`src/rtl/spi_dac_pkg.sv`:
```
// Shared constants for the dual-channel 12-bit DAC SPI link: frame layout,
// control nibble bit positions and codes, and the responder FSM encoding.
package spi_dac_pkg;
  localparam int DacWidth = 16;
  localparam int DataBits = 12;

  localparam int CH_BIT   = 15;
  localparam int BUF_BIT  = 14;
  localparam int GA_BIT   = 13;
  localparam int SHDN_BIT = 12;

  localparam logic [3:0] CTRL_A = 4'b0011;
  localparam logic [3:0] CTRL_B = 4'b1011;

  typedef enum logic [1:0] {
    ST_ARM,
    ST_IDLE,
    ST_SHIFT,
    ST_DONE
  } state_t;
endpackage

```
`src/rtl/spi_sync_edge.sv`:
```
// Multi-flop synchronizer plus history flop with rise/fall detect.
// Latency SyncStages clk to lvl_o; no backpressure.
module spi_sync_edge #(
  parameter int   SyncStages = 2,
  parameter logic RstVal     = 1'b0
) (
  input  logic clk_i,
  input  logic rst_i,
  input  logic d_i,
  output logic lvl_o,
  output logic rise_o,
  output logic fall_o
);
  logic [SyncStages-1:0] sync_q;
  logic                  hist_q;

  always_ff @(posedge clk_i or negedge rst_i) begin
    if (!rst_i) begin
      sync_q <= {SyncStages{RstVal}};
      hist_q <= RstVal;
    end else begin
      sync_q <= {sync_q[SyncStages-2:0], d_i};
      hist_q <= sync_q[SyncStages-1];
    end
  end

  assign lvl_o  = sync_q[SyncStages-1];
  assign rise_o = lvl_o & ~hist_q;
  assign fall_o = ~lvl_o & hist_q;
endmodule

```
`src/rtl/spi_dac_rx.sv`:
```
// Oversampling SPI responder for the dual-channel DAC; commits 16-bit frames.
// Latency cs rise to valid/err = SyncStages+2 clk; no backpressure (listen only).
module spi_dac_rx
  import spi_dac_pkg::*;
#(
  parameter int Width      = DacWidth,
  parameter int SyncStages = 2
) (
  input  logic                clk_i,
  input  logic                rst_i,
  input  logic                sck_i,
  input  logic                cs_i,
  input  logic                mosi_i,
  output logic [Width-1:0]    data_o,
  output logic [DataBits-1:0] dcha_o,
  output logic [DataBits-1:0] dchb_o,
  output logic                ena_o,
  output logic                enb_o,
  output logic                gaina_o,
  output logic                gainb_o,
  output logic                valid_o,
  output logic                err_o,
  output logic                busy_o,
  output logic [7:0]          cnt_o
);
  localparam logic [4:0] WidthCnt = 5'(Width);
  localparam logic [4:0] SyncCnt  = 5'(SyncStages);
  localparam logic [4:0] CntMax   = 5'd31;

  logic sck_s, sck_rise, sck_fall;
  logic cs_s, cs_rise, cs_fall;
  logic mosi_s, mosi_rise, mosi_fall;
  logic unused_edges;

  spi_sync_edge #(.SyncStages(SyncStages), .RstVal(1'b0)) u_sync_sck (
    .clk_i(clk_i), .rst_i(rst_i), .d_i(sck_i),
    .lvl_o(sck_s), .rise_o(sck_rise), .fall_o(sck_fall)
  );
  spi_sync_edge #(.SyncStages(SyncStages), .RstVal(1'b1)) u_sync_cs (
    .clk_i(clk_i), .rst_i(rst_i), .d_i(cs_i),
    .lvl_o(cs_s), .rise_o(cs_rise), .fall_o(cs_fall)
  );
  spi_sync_edge #(.SyncStages(SyncStages), .RstVal(1'b0)) u_sync_mosi (
    .clk_i(clk_i), .rst_i(rst_i), .d_i(mosi_i),
    .lvl_o(mosi_s), .rise_o(mosi_rise), .fall_o(mosi_fall)
  );

  assign unused_edges = ^{sck_s, sck_fall, cs_rise, cs_fall, mosi_rise, mosi_fall};

  state_t           state_q, state_d;
  logic [4:0]       bit_cnt_q, bit_cnt_d;
  logic [Width-1:0] shreg_q, shreg_d;

  always_ff @(posedge clk_i or negedge rst_i) begin
    if (!rst_i) begin
      state_q   <= ST_ARM;
      bit_cnt_q <= '0;
      shreg_q   <= '0;
    end else begin
      state_q   <= state_d;
      bit_cnt_q <= bit_cnt_d;
      shreg_q   <= shreg_d;
    end
  end

  always_comb begin
    state_d   = state_q;
    bit_cnt_d = bit_cnt_q;
    shreg_d   = shreg_q;
    case (state_q)
      // The bit counter doubles as a settle timer here: the synchronizers come
      // out of reset showing cs high, so wait until real cs has propagated.
      ST_ARM: begin
        if (bit_cnt_q != CntMax) bit_cnt_d = bit_cnt_q + 5'd1;
        if (cs_s && (bit_cnt_q >= SyncCnt)) state_d = ST_IDLE;
      end
      ST_IDLE: begin
        if (!cs_s) begin
          bit_cnt_d = '0;
          state_d   = ST_SHIFT;
        end
      end
      ST_SHIFT: begin
        if (cs_s) begin
          state_d = ST_DONE;
        end else if (sck_rise) begin
          shreg_d = {shreg_q[Width-2:0], mosi_s};
          if (bit_cnt_q != CntMax) bit_cnt_d = bit_cnt_q + 5'd1;
        end
      end
      ST_DONE:  state_d = ST_IDLE;
      default:  state_d = ST_ARM;
    endcase
  end

  logic in_done, commit;
  assign in_done = (state_q == ST_DONE);
  assign commit  = in_done && (bit_cnt_q == WidthCnt);
  assign busy_o  = (state_q == ST_SHIFT);

  always_ff @(posedge clk_i or negedge rst_i) begin
    if (!rst_i) begin
      data_o  <= '0;
      dcha_o  <= '0;
      dchb_o  <= '0;
      ena_o   <= 1'b0;
      enb_o   <= 1'b0;
      gaina_o <= 1'b0;
      gainb_o <= 1'b0;
      valid_o <= 1'b0;
      err_o   <= 1'b0;
      cnt_o   <= '0;
    end else begin
      valid_o <= commit;
      err_o   <= in_done && !commit;
      if (commit) begin
        data_o <= shreg_q;
        cnt_o  <= cnt_o + 8'd1;
        if (shreg_q[CH_BIT]) begin
          dchb_o  <= shreg_q[DataBits-1:0];
          enb_o   <= shreg_q[SHDN_BIT];
          gainb_o <= shreg_q[GA_BIT];
        end else begin
          dcha_o  <= shreg_q[DataBits-1:0];
          ena_o   <= shreg_q[SHDN_BIT];
          gaina_o <= shreg_q[GA_BIT];
        end
      end
    end
  end
endmodule

```
`config.mk`:
```
export PLATFORM = sky130hd
export DESIGN_NAME = spi_dac_rx
export DESIGN_NICKNAME = d
export VERILOG_FILES = /design/src/rtl/spi_dac_pkg.sv /design/src/rtl/spi_sync_edge.sv /design/src/rtl/spi_dac_rx.sv
export SDC_FILE = /design/constraint.sdc
export NUM_CORES = 1
export LEC_CHECK = 0
export BUFFER_PORTS_ARGS = -buffer_cell sky130_fd_sc_hd__buf_4
export CORE_ASPECT_RATIO = 0.5
export CORE_MARGIN = 3
export CORE_UTILIZATION = 29
export CTS_CLUSTER_DIAMETER = 100
export DETAILED_ROUTE_END_ITERATION = 12
export PLACE_DENSITY_LB_ADDON = 0.08
export SYNTH_ARGS = -nofsm -noshare
export SYNTH_HDL_FRONTEND = slang
export SYNTH_SLANG_ARGS = --single-unit
```
`constraint.sdc`:
```
create_clock -name clk_i -period 1.97 [get_ports clk_i]
set_input_delay 0.197 -clock clk_i [delete_from_list [all_inputs] [get_ports clk_i]]
set_output_delay 0.197 -clock clk_i [all_outputs]
set_load 0.01 [all_outputs]
```
==> run metrics, run 1 <==
layout cells sized above 1 0.438; clk sink count 84; setup ws final -0.0144 ns; Worst-Skew Late Latency 0.33 ns; FF/Latch Area 0.00210 mm2; final hold viol count 0; WL final 6900 um; routed length per instance 14.5 um; sequential share of the synthesized area 0.633; Area Overhead vs Synth 32.2%; global route overflow 0; CP top delay family simple AND/OR/NAND/NOR gates; I/O pin cnt 60; Power Dens Cells 967 mW/mm2; Worst-Margin Slew 0.329 ns; max cap viols 0; Final Util 0.412; largest family of logic cells by synthesized area multiplexers; RSZ-0062 raised after global routing yes; n_diodes 0; Total GRT Usage 0.117; Residual DRC 0; syn_area_per_cell 13.1 um2; hold_ws 0.308 ns; Die Y 81.7 um; number of global-route vias before repair 2,162; Hold WC Path Type input pin to asynchronous set/reset pin; nets 346; initial drt markers 80; TNS Setup -0.0193 ns; Buf/Inv on CP 0; Peak supply drop 352 uV; pin count of the biggest net entering global routing 28; Final Setup Violations 2; Critical Path AT 2.25 ns; initial antenna violation count 0; Slowest cell on crit path or4b_1; Rows 26; # fillers 1,029; Via Count 2,102; post-placement worst setup slack -0.0148 ns; CTS tree built; CP required 2.24 ns; Longest Clk Path Bufs 2; Placed Cells 457; core area 0.0107 mm2; Syn Inst Count 254; CP max FO 3; YS warnings 0; Worst Clk Skew 0.00771 ns; Worst setup EP type flop; max-slew violation count 0; CTS clk-pin slew, worst paths 0.06 ns; violated checks negative setup slack; most frequent cell after synthesis dfrtp_1; Synth Area in Compound Gates 0.0229; outcome finished with violations; clk root buf clkbuf_16; wire length of the first global-routing pass 11,300 um; Critical Path Start Type flop; number of synthesized flops with an enable pin 0; die area 0.0129 mm2; Multi-input gate area 0.00119 mm2; Mapped Nets 268; commonest cells in the netlist dfrtp_1, nand2_1, mux2_2, ha_1, xnor2_1; Final period util 1.01; fin cells 476; Yosys reg bits 84; multiplexer share of the synthesized area 0.152; post-route ant nets 0; dominant synthesized flop cell dfrtp_1; min Tclk post-route 1.98 ns; Slew headroom 0.781; Synth cell types 36; Pre-antenna DRT Iters 4; Setup CP Type flop to flop; Die Wd 157 um; Inserted Clock Buffers 9; Initial Utilization 0.312; Area contributors post-synth dfrtp_1, mux2_2, nand2_1, ha_1, xnor2_1; dominant cell type by area after synthesis dfrtp_1; asr flop ratio synth 1.00; HPWL after detailed placement 4800 um; Max Fclk 0.504 GHz; XOR/XNOR Fraction of Synth Area 0.0184; port buffer count 59; Synth Area in Simple Gates 0.120; Final GP Congestion 0.781; H-tree levels 3; Crit path largest cell delay 0.48 ns; Mapped Area 0.00333 mm2; adder-cell area share of the yosys netlist 0.0339; Critical Path, Cell by Cell ha_2 -> and3_4 -> ha_4 -> nor2b_4 -> a2111o_1 -> or4b_1 -> nand2_1; Vias per Instance 4.42; share of the synthesized area in the top cell type 0.617; Leakage 2.31 nW
sequential cells by signal (all words and copies together) (netlist names):
name,cells
bit_cnt_q,5
cnt_o,8
data_o,16
dcha_o,12
dchb_o,12
ena_o,1
enb_o,1
err_o,1
gaina_o,1
gainb_o,1
shreg_q,16
state_q,2
u_sync_cs.sync_q,2
u_sync_mosi.sync_q,2
u_sync_sck.hist_q,1
u_sync_sck.sync_q,2
valid_o,1
metal layers:
layer	global-route usage	vias to the layer above	wire length, um
li1	-	1011	-
met1	0.152	1055	3370
met2	0.178	30	3180
met3	0.0468	6	255
met4	0.0442	0	97
met5	0	-	0
worst paths after layout:
kind | startpoint | to | slack, ns | cells past startpoint
min reg2reg | u_sync_mosi.sync_q[0] | u_sync_mosi.sync_q[1] | 0.35 | 0
min | rst_i | dchb_o[7] | 0.31 | 2
max in group asynchronous | rst_i | u_sync_cs.sync_q[1] | 1.01 | 3
max reg2reg | bit_cnt_q[1] | bit_cnt_q[2] | -0.01 | 7
min in group clk_i | u_sync_mosi.sync_q[0] | u_sync_mosi.sync_q[1] | 0.35 | 0
max | bit_cnt_q[1] | bit_cnt_q[2] | -0.01 | 7
layout make-up:
type | instances | area share
clock inverter | 6 | 0.0145
tap | 140 | 0.0398
clock buffer | 9 | 0.0512
multi-input combinational | 156 | 0.272
sequential | 84 | 0.479
inverter | 5 | 0.00484
timing repair buffer | 76 | 0.139
stage by stage:
| step | power (mW) | cell area (um2) |
|---|---|---|
| finish | 4.25 | 4400 |
| global route | 4.48 | 4400 |
| CTS | 4.31 | 4390 |
| detailed placement | 2.63 | 4040 |
| global placement | 2.59 | 4040 |
| floorplan | 2.37 | 3350 |
where the power goes:
part / switching, mW / internal [mW] / total (mW)
Clock: 0.656 / 0.973 / 1.63
Sequential: 0.105 / 1.83 / 1.94
Combinational: 0.332 / 0.353 / 0.685
Total: 1.09 / 3.16 / 4.25
worst register-to-register path: cells and delay by family (launching register included):
family,cells,cell delay (ns)
AND/OR/NAND/NOR,4,0.81
flip-flops,1,0.38
AO/OA/AOI/OAI,1,0.39
adder cells (fa/ha/maj),2,0.33
logic make-up after synthesis:
group           count (synthesis)
simple gates                   85
xor+xnor                        7
compound gates                 10
fa+ha+maj                       9
buf+inv                        14
mux                            45
flops                          84
placed cells by master (no fill, tap or decap), types with 4 or more instances in the layout:
master          n
buf_4          68
clkbuf_16       9
dfrtp_1        82
dlygate4sd3_1   4
ha_1            7
inv_1           4
mux2_2         45
nand2_1        55
nand4_1         4
nor2_1          4
xnor2_1         7
repair_timing:
item / 4_1_cts / 5_1_grt
setup endpoints to repair: 3 / 36
hold buffers: 4 / 0
pin swaps: 1 / 0
setup buffers: 0 / 0
hold endpoints to repair: 27 / 0
gates resized for setup: 4 / 3
Power figures use the tool's default switching activity.
==> run 2, diff against run 1 <==
--- a/config.mk
+++ b/config.mk
@@ -9,9 +9,9 @@
 export CORE_ASPECT_RATIO = 0.5
 export CORE_MARGIN = 3
 export CORE_UTILIZATION = 29
-export CTS_CLUSTER_DIAMETER = 100
 export DETAILED_ROUTE_END_ITERATION = 12
 export PLACE_DENSITY_LB_ADDON = 0.08
 export SYNTH_ARGS = -nofsm -noshare
 export SYNTH_HDL_FRONTEND = slang
+export SYNTH_HIERARCHICAL = 1
 export SYNTH_SLANG_ARGS = --single-unit
==> run metrics, run 2 <==
Residual DRC 0 (unchanged); commonest non-fill, non-tap cell in the layout dfrtp_1 (unchanged); most used cell, CP ha_1; Power Dens Cells 987 mW/mm2 (was 967 mW/mm2); layout cells sized above 1 0.512 (was 0.438); post-placement worst setup slack -0.0329 ns (was -0.0148 ns); Final period util 0.921 (was 1.01); initial antenna violation count 0 (unchanged); Reg2Reg Setup Slack 0.16 ns (was -0.01 ns); Final Setup Violations 0 (was 2); WL final 6880 um (was 6900 um); Worst-Skew Late Latency 0.33 ns (about the same); Crit path largest cell delay 0.42 ns (was 0.48 ns); CP top delay family compound AO/OA/AOI/OAI gates (was simple AND/OR/NAND/NOR gates); max cap viols 0 (unchanged); max-slew violation count 0 (unchanged); Pre-antenna DRT Iters 4 (unchanged); min Tclk post-route 1.81 ns (was 1.98 ns); R2R Path End bit_cnt_q[2] (unchanged); Inserted Clock Buffers 9 (unchanged); Critical Path AT 2.03 ns (was 2.25 ns); Max Fclk 0.551 GHz (was 0.504 GHz); Via Count 1,967 (was 2,102); Area Overhead vs Synth 29.8% (was 32.2%); Reg-to-Reg Start bit_cnt_q[1] (unchanged); RSZ-0062 raised after global routing no (was yes); routed length per instance 15.2 um (was 14.5 um); die area 0.0132 mm2 (was 0.0129 mm2); Total GRT Usage 0.112 (was 0.117); fin cells 452 (was 476); outcome completed (was finished with violations); final hold viol count 0 (unchanged); Syn Inst Count 213 (was 254); CP max FO 5 (was 3); YS warnings 6 (was 0); Final Util 0.395 (was 0.412); WHS Endpoint u_sync_mosi/sync_q[1]; port buffer count 59 (unchanged); nets 302 (was 346); Die Y 82.9 um (was 81.7 um); I/O pin cnt 60 (unchanged); Mapped Nets 227 (was 268); Setup CP Type flop to flop (unchanged); Hold Startpoint u_sync_mosi/sync_q[0]; Vias per Instance 4.35 (was 4.42); H-tree levels 3 (unchanged); HPWL after detailed placement 4560 um (was 4800 um); Buf/Inv on CP 0 (unchanged); syn_area_per_cell 16.1 um2 (was 13.1 um2); Longest Clk Path Bufs 2 (unchanged); setup ws final 0.156 ns (was -0.0144 ns); clk sink count 84 (unchanged); Critical Path, Cell by Cell ha_1 -> and3_1 -> ha_1 -> nand2b_1 -> o2111ai_1 -> a221o_1 (was ha_2 -> and3_4 -> ha_4 -> nor2b_4 -> a2111o_1 -> or4b_1 -> nand2_1); Worst setup EP type flop (unchanged); wire length of the first global-routing pass 11,600 um (was 11,300 um); Leakage 2.37 nW (was 2.31 nW); Worst Clk Skew 0.00736 ns (was 0.00771 ns); number of global-route vias before repair 2,061 (was 2,162); Die Wd 160 um (was 157 um); final std cell area, no fill 0.00445 mm2 (was 0.00440 mm2); Worst-Margin Slew 0.568 ns (was 0.329 ns); core area 0.0112 mm2 (was 0.0107 mm2); post-route ant nets 0 (unchanged); Rows 27 (was 26); Slowest cell on crit path dfrtp_1 (was or4b_1); n_diodes 0 (unchanged); Placed Cells 430 (was 457); clk root buf clkbuf_16 (unchanged); placed inst area 0.00406 mm2 (was 0.00404 mm2); CTS tree built (unchanged); Initial Utilization 0.305 (was 0.312); Final GP Congestion 0.727 (was 0.781); worst hold stages 0; Hold WC Path Type flop to flop (was input pin to asynchronous set/reset pin); Top Registers data_o: 16 flops, shreg_q: 16 flops (unchanged); most frequent cells in the layout dfrtp_1, buf_4, mux2_2, mux2_4 (was dfrtp_1, buf_4, nand2_1, mux2_2, clkbuf_16); global route overflow 0 (unchanged); pin count of the biggest net entering global routing 39 (was 28); initial drt markers 40 (was 80); CTS clk-pin slew, worst paths 0.06 ns (about the same); CP required 2.18 ns (was 2.24 ns); Worst R2R Path Depth 6 (was 7); Peak supply drop 478 uV (was 352 uV); Critical Path Start Type flop (unchanged); Slew headroom 0.621 (was 0.781); Mapped Area 0.00343 mm2 (was 0.00333 mm2)
## run 2: worst max-delay path by stage
stage,startpoint,end,slack [ns],depth (start not counted)
after floorplan,bit_cnt_q[1],data_o[10],0.32,7
after global placement,bit_cnt_q[0],dchb_o[8],0.07,5
after detailed placement,bit_cnt_q[1],dchb_o[9],-0.03,5
after CTS,bit_cnt_q[0],dcha_o[6],0.01,5
after global routing,bit_cnt_q[1],bit_cnt_q[2],0.03,6
final,bit_cnt_q[1],bit_cnt_q[2],0.16,6
## run 2: repair_timing
item,4_1_cts,5_1_grt
setup buffers,1,1
hold buffers,4,0
gates resized for setup,0,1
pin swaps,1,0
endpoints found under the hold margin,36,0
setup endpoints to repair,14,25
## run 2: stage by stage
stage          hold slack (ns)  power (mW)  setup TNS, ns
5_1_grt                  0.358        4.64              0
4_1_cts                  0.353        4.47              0
2_1_floorplan          -0.0986        2.46              0
3_3_place_gp             0.215        2.69              0
3_5_place_dp             0.217        2.73         -0.325
6_report                 0.350        4.39              0
## run 2: power by group
group / switching (mW) / leakage, nW / internal [mW]
clock: 0.650 / 0.149 / 1.05
sequential: 0.112 / 1.14 / 1.85
combinational: 0.383 / 1.08 / 0.340
## run 2: cell type report
class                      count  area (um2)
timing repair buffer          70         573
inverter                       7        26.3
clock buffer                  12         256
sequential                    84        2100
tap                          159         199
clock inverter                 4        47.5
multi-input combinational    116        1240
fill                        1071        6800
## run 2: worst reg2reg max path, stage by stage, from the launching register on
cell	delay [ns]
dfrtp_1	0.42
ha_1	0.22
and3_1	0.15
ha_1	0.19
nand2b_1	0.08
o2111ai_1	0.24
a221o_1	0.41
## run 2: layer usage
layer  vias up  global-route usage  share of wire
met5         -                   0              0
met4         0              0.0357          0.015
met3         7              0.0424          0.041
met2        40               0.170           0.45
met1      1014               0.149           0.49
li1        906                   -              -
==> run 3, diff against run 2 <==
--- a/config.mk
+++ b/config.mk
@@ -10,7 +10,7 @@
 export CORE_MARGIN = 3
 export CORE_UTILIZATION = 29
 export DETAILED_ROUTE_END_ITERATION = 12
-export PLACE_DENSITY_LB_ADDON = 0.08
+export PLACE_DENSITY_LB_ADDON = 0.1
 export SYNTH_ARGS = -nofsm -noshare
 export SYNTH_HDL_FRONTEND = slang
 export SYNTH_HIERARCHICAL = 1
==> run metrics, run 3 (synthesis results as in run 2) <==
Worst-Skew Late Latency 0.34 ns (was 0.33 ns); Initial Utilization 0.305 (unchanged); outcome completed (unchanged); port buffer count 59 (unchanged); routed length per instance 15.0 um (was 15.2 um); Longest Clk Path Bufs 2 (unchanged); Die Y 82.9 um (unchanged); Slew headroom 0.643 (was 0.621); core area 0.0112 mm2 (unchanged); Inserted Clock Buffers 9 (unchanged); Power Dens Cells 1020 mW/mm2 (was 987 mW/mm2); Via Count 1,914 (was 1,967); Critical Path Start Type flop (unchanged); I/O pin cnt 60 (unchanged); HPWL after detailed placement 4520 um (was 4560 um); Final GP Congestion 0.730 (was 0.727); max cap viols 0 (unchanged); global route overflow 0 (unchanged); Critical Path, Cell by Cell ha_1 -> and3_1 -> ha_1 -> nand2b_1 -> o2111ai_1 -> a221o_1 (unchanged); Worst-Margin Slew 0.536 ns (was 0.568 ns); Max Fclk 0.550 GHz (was 0.551 GHz); Final period util 0.922 (was 0.921); Total GRT Usage 0.110 (was 0.112); CTS clk-pin slew, worst paths 0.06 ns (about the same); # fillers 1,077 (was 1,071); CP required 2.18 ns (about the same); Leakage 2.38 nW (was 2.37 nW); TNS Setup 0 ns (unchanged); CTS tree built (unchanged); die area 0.0132 mm2 (unchanged); worst hold stages 0 (unchanged); RSZ-0062 raised after global routing no (unchanged); post-route ant nets 0 (unchanged); clk sink count 84 (unchanged); min Tclk post-route 1.82 ns (was 1.81 ns); Final Setup Violations 0 (unchanged); Top Registers data_o: 16 flops, shreg_q: 16 flops (unchanged); Worst setup EP type flop (unchanged); commonest non-fill, non-tap cell in the layout dfrtp_1 (unchanged); CP max FO 5 (unchanged); n_diodes 0 (unchanged); Peak supply drop 394 uV (was 478 uV); initial antenna violation count 0 (unchanged); Area Overhead vs Synth 30.4% (was 29.8%); Hold WC Path Type flop to flop (unchanged); Critical Path AT 2.03 ns (about the same); Slowest cell on crit path dfrtp_1 (unchanged); most frequent cells in the layout dfrtp_1, buf_4, mux2_2, mux2_4 (unchanged); layout cells sized above 1 0.502 (was 0.512); H-tree levels 3 (unchanged); most used cell, CP ha_1 (unchanged); Vias per Instance 4.25 (was 4.35); wire length of the first global-routing pass 11,500 um (was 11,600 um); Residual DRC 0 (unchanged); clk root buf clkbuf_16 (unchanged); WL final 6750 um (was 6880 um); Worst Clk Skew 0.00928 ns (was 0.00736 ns); initial drt markers 65 (was 40); number of global-route vias before repair 2,100 (was 2,061); Crit path largest cell delay 0.42 ns (about the same); Worst R2R Path Depth 6 (unchanged); Pre-antenna DRT Iters 4 (unchanged); Rows 27 (unchanged); max-slew violation count 0 (unchanged); final hold viol count 0 (unchanged); nets 301 (was 302); Setup CP Type flop to flop (unchanged); Total Power 4.56 mW (was 4.39 mW); Die Wd 160 um (unchanged); pin count of the biggest net entering global routing 36 (was 39)
[run 3: cell types whose count changed in the layout (fill, tap and decap cells not counted)]
cell / before / now
and4bb_1: 0 / 1
clkinvlp_4: 1 / 0
clkinv_2: 2 / 0
clkbuf_1: 1 / 2
buf_4: 63 / 62
clkbuf_8: 2 / 0
and4bb_2: 1 / 0
clkinv_4: 0 / 1
bufinv_16: 1 / 3
[run 3: final timing paths]
| check | startpoint | end | slack, ns |
|---|---|---|---|
| setup / recovery | bit_cnt_q[1] | bit_cnt_q[2] | 0.15 |
| hold / removal | u_sync_sck/sync_q[0] | u_sync_sck/sync_q[1] | 0.35 |
| setup reg to reg | bit_cnt_q[1] | bit_cnt_q[2] | 0.15 |
| hold reg to reg | u_sync_sck/sync_q[0] | u_sync_sck/sync_q[1] | 0.35 |
| max in group asynchronous | rst_i | dcha_o[2] | 1.00 |
| min in group asynchronous | rst_i | cnt_o[4] | 0.36 |
[run 3: layer usage]
metal	vias to the layer above	wire [um]	track usage
met5	-	0	0
met2	30	3100	0.170
met1	968	3290	0.146
met4	0	102	0.0429
li1	907	-	-
met3	9	263	0.0334
[run 3: cell type report]
class	instances	area (um2)	share of cell area
tap	159	199	0.0445
multi-input combinational	116	1240	0.278
sequential	84	2100	0.471
inverter	7	26.3	0.00588
timing repair buffer	69	566	0.127
clock inverter	4	98.8	0.0221
clock buffer	11	233	0.0521
[run 3: worst max-delay path: cells and delay by family, from the launching register on]
kind | cells | cell delay [ns]
AND/OR/NAND/NOR | 2 | 0.22
AO/OA/AOI/OAI | 2 | 0.64
adder cells (fa/ha/maj) | 2 | 0.41
flip-flops | 1 | 0.42
[run 3: metrics by stage]
stage	util	setup WS, ns	hold WS, ns	area, um2	cells
floorplan	-	0.323	-0.0986	3430	213
global placement	0.360	0.0906	0.187	4060	429
detailed placement	0.360	0.0429	0.190	4060	429
CTS	0.394	0.0336	0.348	4430	448
global route	0.397	0.00753	0.357	4470	450
finish	0.397	0.153	0.348	4470	450
[run 3: report_power, final]
part           switching [mW]  internal (mW)  total (mW)  leakage, nW
combinational           0.369          0.334       0.703         1.08
clock                   0.646           1.23        1.88        0.160
sequential              0.121           1.85        1.98         1.14
total                    1.14           3.42        4.56         2.38
[run 3: repair_timing]
item                       4_1_cts  5_1_grt
hold buffers                     4        0
resized for setup                0        0
hold endpoints to repair        34        0
setup buffers                    0        2
setup endpoints to repair        0       28
